--- config.mk ---
export PLATFORM = sky130hd
export DESIGN_NAME = snoopy_bus_arbiter_flat
export DESIGN_NICKNAME = d
export VERILOG_FILES = /design/src/rtl/snoopy_bus_arbiter_if.sv /design/src/rtl/snoopy_bus_arbiter.sv /design/src/flat_wrapper.sv
export SDC_FILE = /design/constraint.sdc
export NUM_CORES = 1
export LEC_CHECK = 0
export CORE_MARGIN = 2
export CORE_UTILIZATION = 40
export DETAILED_ROUTE_END_ITERATION = 16
export GPL_TIMING_DRIVEN = 0
export PLACE_DENSITY = 0.72
export SKIP_CTS_REPAIR_TIMING = 1
export SLEW_MARGIN = 5
export SYNTH_ARGS = -nofsm -noshare
export SYNTH_HDL_FRONTEND = slang
export SYNTH_SLANG_ARGS = --single-unit
--- constraint.sdc ---
create_clock -name clock -period 4.97 [get_ports clock]
set_input_delay 1.491 -clock clock [delete_from_list [all_inputs] [get_ports clock]]
set_output_delay 1.491 -clock clock [all_outputs]
set_load 0.01 [all_outputs]
--- src/rtl/snoopy_bus_arbiter_if.sv ---
// Bus-side signals shared between the snoopy bus arbiter and its cache controllers.
// Handshake: a device holds request[i] high until grant[i] rises, and keeps it high for as
// long as it wants the bus; dropping request[i] while granted releases ownership.
interface snoopy_bus_arbiter_if #(
  parameter int NUM_DEVICES = 4,
  parameter int ID_WIDTH    = (NUM_DEVICES > 1) ? $clog2(NUM_DEVICES) : 1
);
  logic [NUM_DEVICES-1:0] request;
  logic [NUM_DEVICES-1:0] grant;
  logic [ID_WIDTH-1:0]    grantId;
  logic                   busBusy;
  logic                   preempted;

  modport master (
    input  request,
    output grant,
    output grantId,
    output busBusy,
    output preempted
  );

  modport slave (
    output request,
    input  grant,
    input  grantId,
    input  busBusy,
    input  preempted
  );
endinterface

--- src/rtl/snoopy_bus_arbiter.sv ---
// Round-robin owner arbiter for the shared snoopy bus, with a one-cycle turnaround after release.
// Define SNOOPY_BUS_ARBITER_TIMEOUT_EN to build the hold-timeout preemption.
module snoopy_bus_arbiter #(
  parameter int NUM_DEVICES     = 4,
  parameter int ID_WIDTH        = (NUM_DEVICES > 1) ? $clog2(NUM_DEVICES) : 1,
  parameter int MAX_HOLD_CYCLES = 64
) (
  input  logic                 clock,
  input  logic                 reset,
  snoopy_bus_arbiter_if.master bus,
  output logic [1:0]           fsm_state
);

  typedef enum logic [1:0] {
    IDLE    = 2'd0,
    GRANT   = 2'd1,
    RELEASE = 2'd2
  } state_t;

  localparam int SW = ID_WIDTH + 1;

  state_t                 state, state_next;
  logic [ID_WIDTH-1:0]    pointer, pointer_next;
  logic [ID_WIDTH-1:0]    owner, owner_next;
  logic [NUM_DEVICES-1:0] grant_q, grant_next;
  logic                   busy_q, busy_next;
  logic                   pre_q, pre_next;

  logic [ID_WIDTH-1:0]    winner;
  logic                   winner_found;
  logic [SW-1:0]          scan_sum;
  logic [ID_WIDTH-1:0]    owner_inc;
  logic                   timeout_fire;

  // Scan upward from the pointer with wrap; the first requester found wins.
  always_comb begin
    winner       = '0;
    winner_found = 1'b0;
    scan_sum     = '0;
    for (int k = 0; k < NUM_DEVICES; k++) begin
      scan_sum = {1'b0, pointer} + SW'(k);
      if (scan_sum >= SW'(NUM_DEVICES)) begin
        scan_sum = scan_sum - SW'(NUM_DEVICES);
      end
      if (!winner_found && bus.request[scan_sum[ID_WIDTH-1:0]]) begin
        winner       = scan_sum[ID_WIDTH-1:0];
        winner_found = 1'b1;
      end
    end
  end

  assign owner_inc = (owner == ID_WIDTH'(NUM_DEVICES - 1)) ? '0 : owner + 1'b1;

`ifdef SNOOPY_BUS_ARBITER_TIMEOUT_EN
  localparam int HOLD_W = $clog2(MAX_HOLD_CYCLES + 1);

  logic [HOLD_W-1:0] hold_cnt;
  logic              others_req;

  // hold_cnt counts completed owned cycles, so the limit is reached during owned cycle MAX.
  assign others_req   = |(bus.request & ~grant_q);
  assign timeout_fire = (state == GRANT) && others_req &&
                        (hold_cnt >= HOLD_W'(MAX_HOLD_CYCLES - 1));

  always_ff @(posedge clock or negedge reset) begin
    if (!reset) begin
      hold_cnt <= '0;
    end else if (state != GRANT) begin
      hold_cnt <= '0;
    end else if (hold_cnt != HOLD_W'(MAX_HOLD_CYCLES)) begin
      hold_cnt <= hold_cnt + 1'b1;
    end
  end
`else
  assign timeout_fire = 1'b0;
`endif

  always_comb begin
    state_next   = state;
    pointer_next = pointer;
    owner_next   = owner;
    grant_next   = grant_q;
    pre_next     = 1'b0;
    case (state)
      IDLE: begin
        if (winner_found) begin
          state_next = GRANT;
          owner_next = winner;
          grant_next = NUM_DEVICES'(1) << winner;
        end
      end
      GRANT: begin
        if (!bus.request[owner] || timeout_fire) begin
          state_next   = RELEASE;
          grant_next   = '0;
          pointer_next = owner_inc;
          pre_next     = timeout_fire;
        end
      end
      RELEASE: begin
        state_next = IDLE;
      end
      default: begin
        state_next = IDLE;
        grant_next = '0;
      end
    endcase
    busy_next = (state_next != IDLE);
  end

  always_ff @(posedge clock or negedge reset) begin
    if (!reset) begin
      state   <= IDLE;
      pointer <= '0;
      owner   <= '0;
      grant_q <= '0;
      busy_q  <= 1'b0;
      pre_q   <= 1'b0;
    end else begin
      state   <= state_next;
      pointer <= pointer_next;
      owner   <= owner_next;
      grant_q <= grant_next;
      busy_q  <= busy_next;
      pre_q   <= pre_next;
    end
  end

  assign bus.grant     = grant_q;
  assign bus.grantId   = owner;
  assign bus.busBusy   = busy_q;
  assign bus.preempted = pre_q;
  assign fsm_state     = state;

endmodule

--- src/flat_wrapper.sv ---
// flat-port wrapper written by rule: the top's interface ports become plain ports
module snoopy_bus_arbiter_flat 
#(
  parameter int NUM_DEVICES     = 4,
  parameter int ID_WIDTH        = (NUM_DEVICES > 1) ? $clog2(NUM_DEVICES) : 1,
  parameter int MAX_HOLD_CYCLES = 64
)
  (clock, reset, fsm_state, bus_request, bus_grant, bus_grantId, bus_busBusy, bus_preempted);
  snoopy_bus_arbiter_if #(.NUM_DEVICES(NUM_DEVICES), .ID_WIDTH(ID_WIDTH)) bus_i ();
  input  logic clock;
  input  logic reset;
  output logic [1:0] fsm_state;
  input wire logic [$bits(bus_i.request)-1:0] bus_request;
  output wire logic [$bits(bus_i.grant)-1:0] bus_grant;
  output wire logic [$bits(bus_i.grantId)-1:0] bus_grantId;
  output wire logic [$bits(bus_i.busBusy)-1:0] bus_busBusy;
  output wire logic [$bits(bus_i.preempted)-1:0] bus_preempted;
  assign bus_i.request = bus_request;
  assign bus_grant = bus_i.grant;
  assign bus_grantId = bus_i.grantId;
  assign bus_busBusy = bus_i.busBusy;
  assign bus_preempted = bus_i.preempted;
  snoopy_bus_arbiter #(.NUM_DEVICES(NUM_DEVICES), .ID_WIDTH(ID_WIDTH), .MAX_HOLD_CYCLES(MAX_HOLD_CYCLES)) u_core (.clock(clock), .reset(reset), .bus(bus_i), .fsm_state(fsm_state));
endmodule
==> summary.txt <==
Timing
  – Minimum clock period: between 2000 and 3000 ps
  – Setup_tns: 0 ps
  – Max-slew violations: 0
  – Final hold vios: 0
  – Fmax achieved: 335 MHz
  – Setup WS post-layout: 1980 ps
  – Finish-stage setup viols: 0
  – Slew Limit Headroom: approximately 66%
  – Period utilisation layout: around three fifths
  – RSZ-0062 raised after global routing: no
  – Worst-Margin Slew: between 500 and 600 ps
  – Clock skew: 1.61 ps

Global routing
  – Vias in the first global route: 473
  – Pin count of the biggest net entering global routing: 12
  – Initial antenna violation count: 0
  – GR Overflow Total: 0
  – GRT Util Overall: 16.2%
  – First-pass GRT wire length: approximately 2.1 mm

Floorplanning
  – Initial Util: approximately 44%
  – Horiz. Die Dim: 42.4 µm
  – Row count: 13
  – Die ar.: 0.00180 mm²
  – Die H: 42.4 µm
  – Core area: 0.00133 mm²
  – Io pins: 16

Cells and area
  – Antenna cells: 0
  – Share of cells above drive strength 1: 12.7%
  – Area grow syn2layout: 31.4%
  – # nets final: 79
  – Non-Filler Instances: 86

Setup path
  – R2R Path Start: u_core.bus.grantId[0]
  – Worst Setup Start Kind: input port
  – Worst Path Arrival: 3150 ps
  – Crit path max fanout: 6
  – CP Class: input port to flop
  – Setup crit end kind: flop
  – Worst reg2reg endpoint: u_core.pointer[0]
  – R2R Setup Slk: 3160 ps
  – FF-to-FF path depth: 4
  – Critical Path RT: between 5000 and 6000 ps

Logic synthesis
  – Top cells by area, synth: dfrtp_1 47%, a32o_1 6.8%, mux2_1 3.8%
  – Area leader, netlist: dfrtp_1
  – Post-synthesis cell type count: 28
  – Synth Register Bits: 11
  – Post-synthesis adder-cell area fraction: between 2 and 2.5%
  – Synth Area in Simple Gates: 20.4%
  – EDFF count, synth: 0
  – Asr flop ratio synth: 100%
  – Post-synthesis xor/xnor area fraction: 0%
  – Synth Instances: between 50 and 60
  – Syn nets: 60
  – Ys flop type: dfrtp_1
  – Main combinational cell family by area after synthesis: simple AND/OR/NAND/NOR gates
  – Post-synthesis mux area share: a little under a tenth
  – Synth Area per Inst: about 11 µm²
  – Post-synth top area share: around 47%
  – Synth Area in Compound Gates: 18.9%
  – Netlist Area Pre-Place: 589 µm²
  – Seq/Total Area, Yosys: 46.7%
  – Yosys warns: 0

Clock tree
  – Num CTS Buffers: 3
  – CTS Sinks: 11
  – Deepest clock path buffer count: 2
  – Root Driver: clkbuf_4
  – H-tree depth: 1
  – Worst skew pair latency: roughly 280 ps
  – CTS tree: built
  – Clk slew on worst S/H paths: around 70 ps

Pwr
  – Sequential share of power: 36.5%
  – Cell Pwr Density: 641 mW/mm²
  – LEAKAGE: 0.000350 µW
  – Post-layout total power: 496 µW
  – Clock share of power: 12.8%
  – Sw Ratio: 37.5%
  – Maximum VDD drop: 288 µV
  – NetSw: approximately 190 µW
  – Logic pwr share: 50.7%
  – Internal power: 310 µW

Detailed routing
  – Post-Route WL: 1.21 mm
  – First drt pass iteration count: 4
  – Routed length per instance: 14.0 µm
  – Initial DRC count: 14
  – Remaining DRCs: 0
  – Post-route antenna net violation count: 0
  – DR vias/cell: around 5.6
  – Vias post-DR: 482

Hold path
  – Hold path start: u_core.fsm_state[1]
  – Hold path cells: 1
  – HP Class: flop to flop
  – Hold endpoint: u_core.bus.busBusy

Placed design
  – Placed cells: 82
  – Gpl congestion: 0.732
  – I/O Buffers: 14
  – DP HPWL: 885 µm
  – Setup WS pre-CTS: around 1700 ps

Job
  – Maxcap violations: 0

Outcome
  – Status: finished clean
## cells by family after synthesis
| logic type | Yosys count |
|---|---|
| other | 1 |
| adders and majority gates | 1 |
| muxes | 4 |
| and+or+nand+nor | 20 |
| buffers and inverters | 2 |
| DFF | 11 |
| AOI/OAI and AO/OA | 14 |
## cell usage after synthesis, drive strengths merged (2+ instances only)
cell,instances
dfrtp,11
mux2,2
a21o,2
a32o,4
nor2,5
a21oi,2
and2b,2
nor2b,2
o21ai,2
nor3,3
nand2,4
## registers in the layout, summed over array words and instances, names as in the netlist
signal	cells
u_core.bus.grantId	2
u_core.bus.grant	4
u_core.pointer	2
u_core.fsm_state	2
u_core.bus.busBusy	1
## worst max path at each step
stage          depth (start not counted)           start                end  slack [ps]
3_3_place_gp                           5  bus_request[2]  u_core.pointer[1]        1720
5_1_grt                                5  bus_request[2]  u_core.pointer[0]        1940
2_1_floorplan                          4  bus_request[3]  u_core.pointer[0]        2310
3_5_place_dp                           5  bus_request[2]  u_core.pointer[0]        1710
6_report                               5  bus_request[2]  u_core.pointer[0]        1980
4_1_cts                                5  bus_request[2]  u_core.pointer[0]        2000
## power groups by stage
stage / logic [µW] / clock network [µW] / registers (µW)
global placement: 250 / 0 / 182
CTS: 255 / 63.4 / 182
finish: 251 / 63.7 / 181
floorplan: 137 / 0 / 191
global route: 277 / 65.9 / 190
detailed placement: 253 / 0 / 183
## area by class of cell
cell class / count / area, µm²
Buffer: 1 / 7.51
Clock buffer: 4 / 26.3
Fill cell: 126 / 559
Inverter: 1 / 3.75
Multi-Input combinational cell: 40 / 303
Sequential cell: 11 / 275
Tap cell: 15 / 18.8
Timing Repair Buffer: 14 / 140
## metal layers
metal | up-vias | track usage [%] | wire, µm
met5 | - | 0 | 0
met4 | 0 | 11.3 | 39
met3 | 5 | 4.74 | 72
met2 | 16 | 23.4 | 504
met1 | 229 | 20.7 | 592
li1 | 232 | - | -
## per-stage QoR
step           area [µm²]  hold slack, ps  utilization, %
3_5_place_dp          748             515            56.1
6_report              774             523            58.1
2_1_floorplan         589             514               -
4_1_cts               774             527            58.1
5_1_grt               774             552            58.1
3_3_place_gp          748             511            56.1
## worst max-delay path, cell delays in order
cell and delay [ps]:
clkdlybuf4s50_1 510, mux4_2 510, nor2b_2 150, and2b_4 180
mux2_1 320
## placed cells by master (no fill, tap or decap)
| cell type | instances |
|---|---|
| clkbuf_4 | 3 |
| o21ba_1 | 1 |
| dfrtp_1 | 11 |
| nand2b_1 | 1 |
| or4_4 | 1 |
| clkbuf_1 | 1 |
| mux2_1 | 2 |
| or2b_1 | 1 |
| buf_4 | 1 |
| and2b_4 | 1 |
| nor2b_1 | 1 |
| a32o_1 | 4 |
| ha_1 | 1 |
| nand2_1 | 3 |
| inv_1 | 1 |
| conb_1 | 1 |
| clkdlybuf4s50_1 | 14 |
| nor3_1 | 3 |
| o211a_1 | 1 |
| o21ai_1 | 2 |
| a21o_1 | 2 |
| nor2b_2 | 1 |
| mux2i_1 | 1 |
| and2b_1 | 1 |
| nand2_4 | 1 |
| a211oi_1 | 1 |
| a21oi_1 | 2 |
| mux4_2 | 1 |
| a311oi_1 | 1 |
| nor2_1 | 5 |
| or3_1 | 1 |
Power figures use the tool's default switching activity.
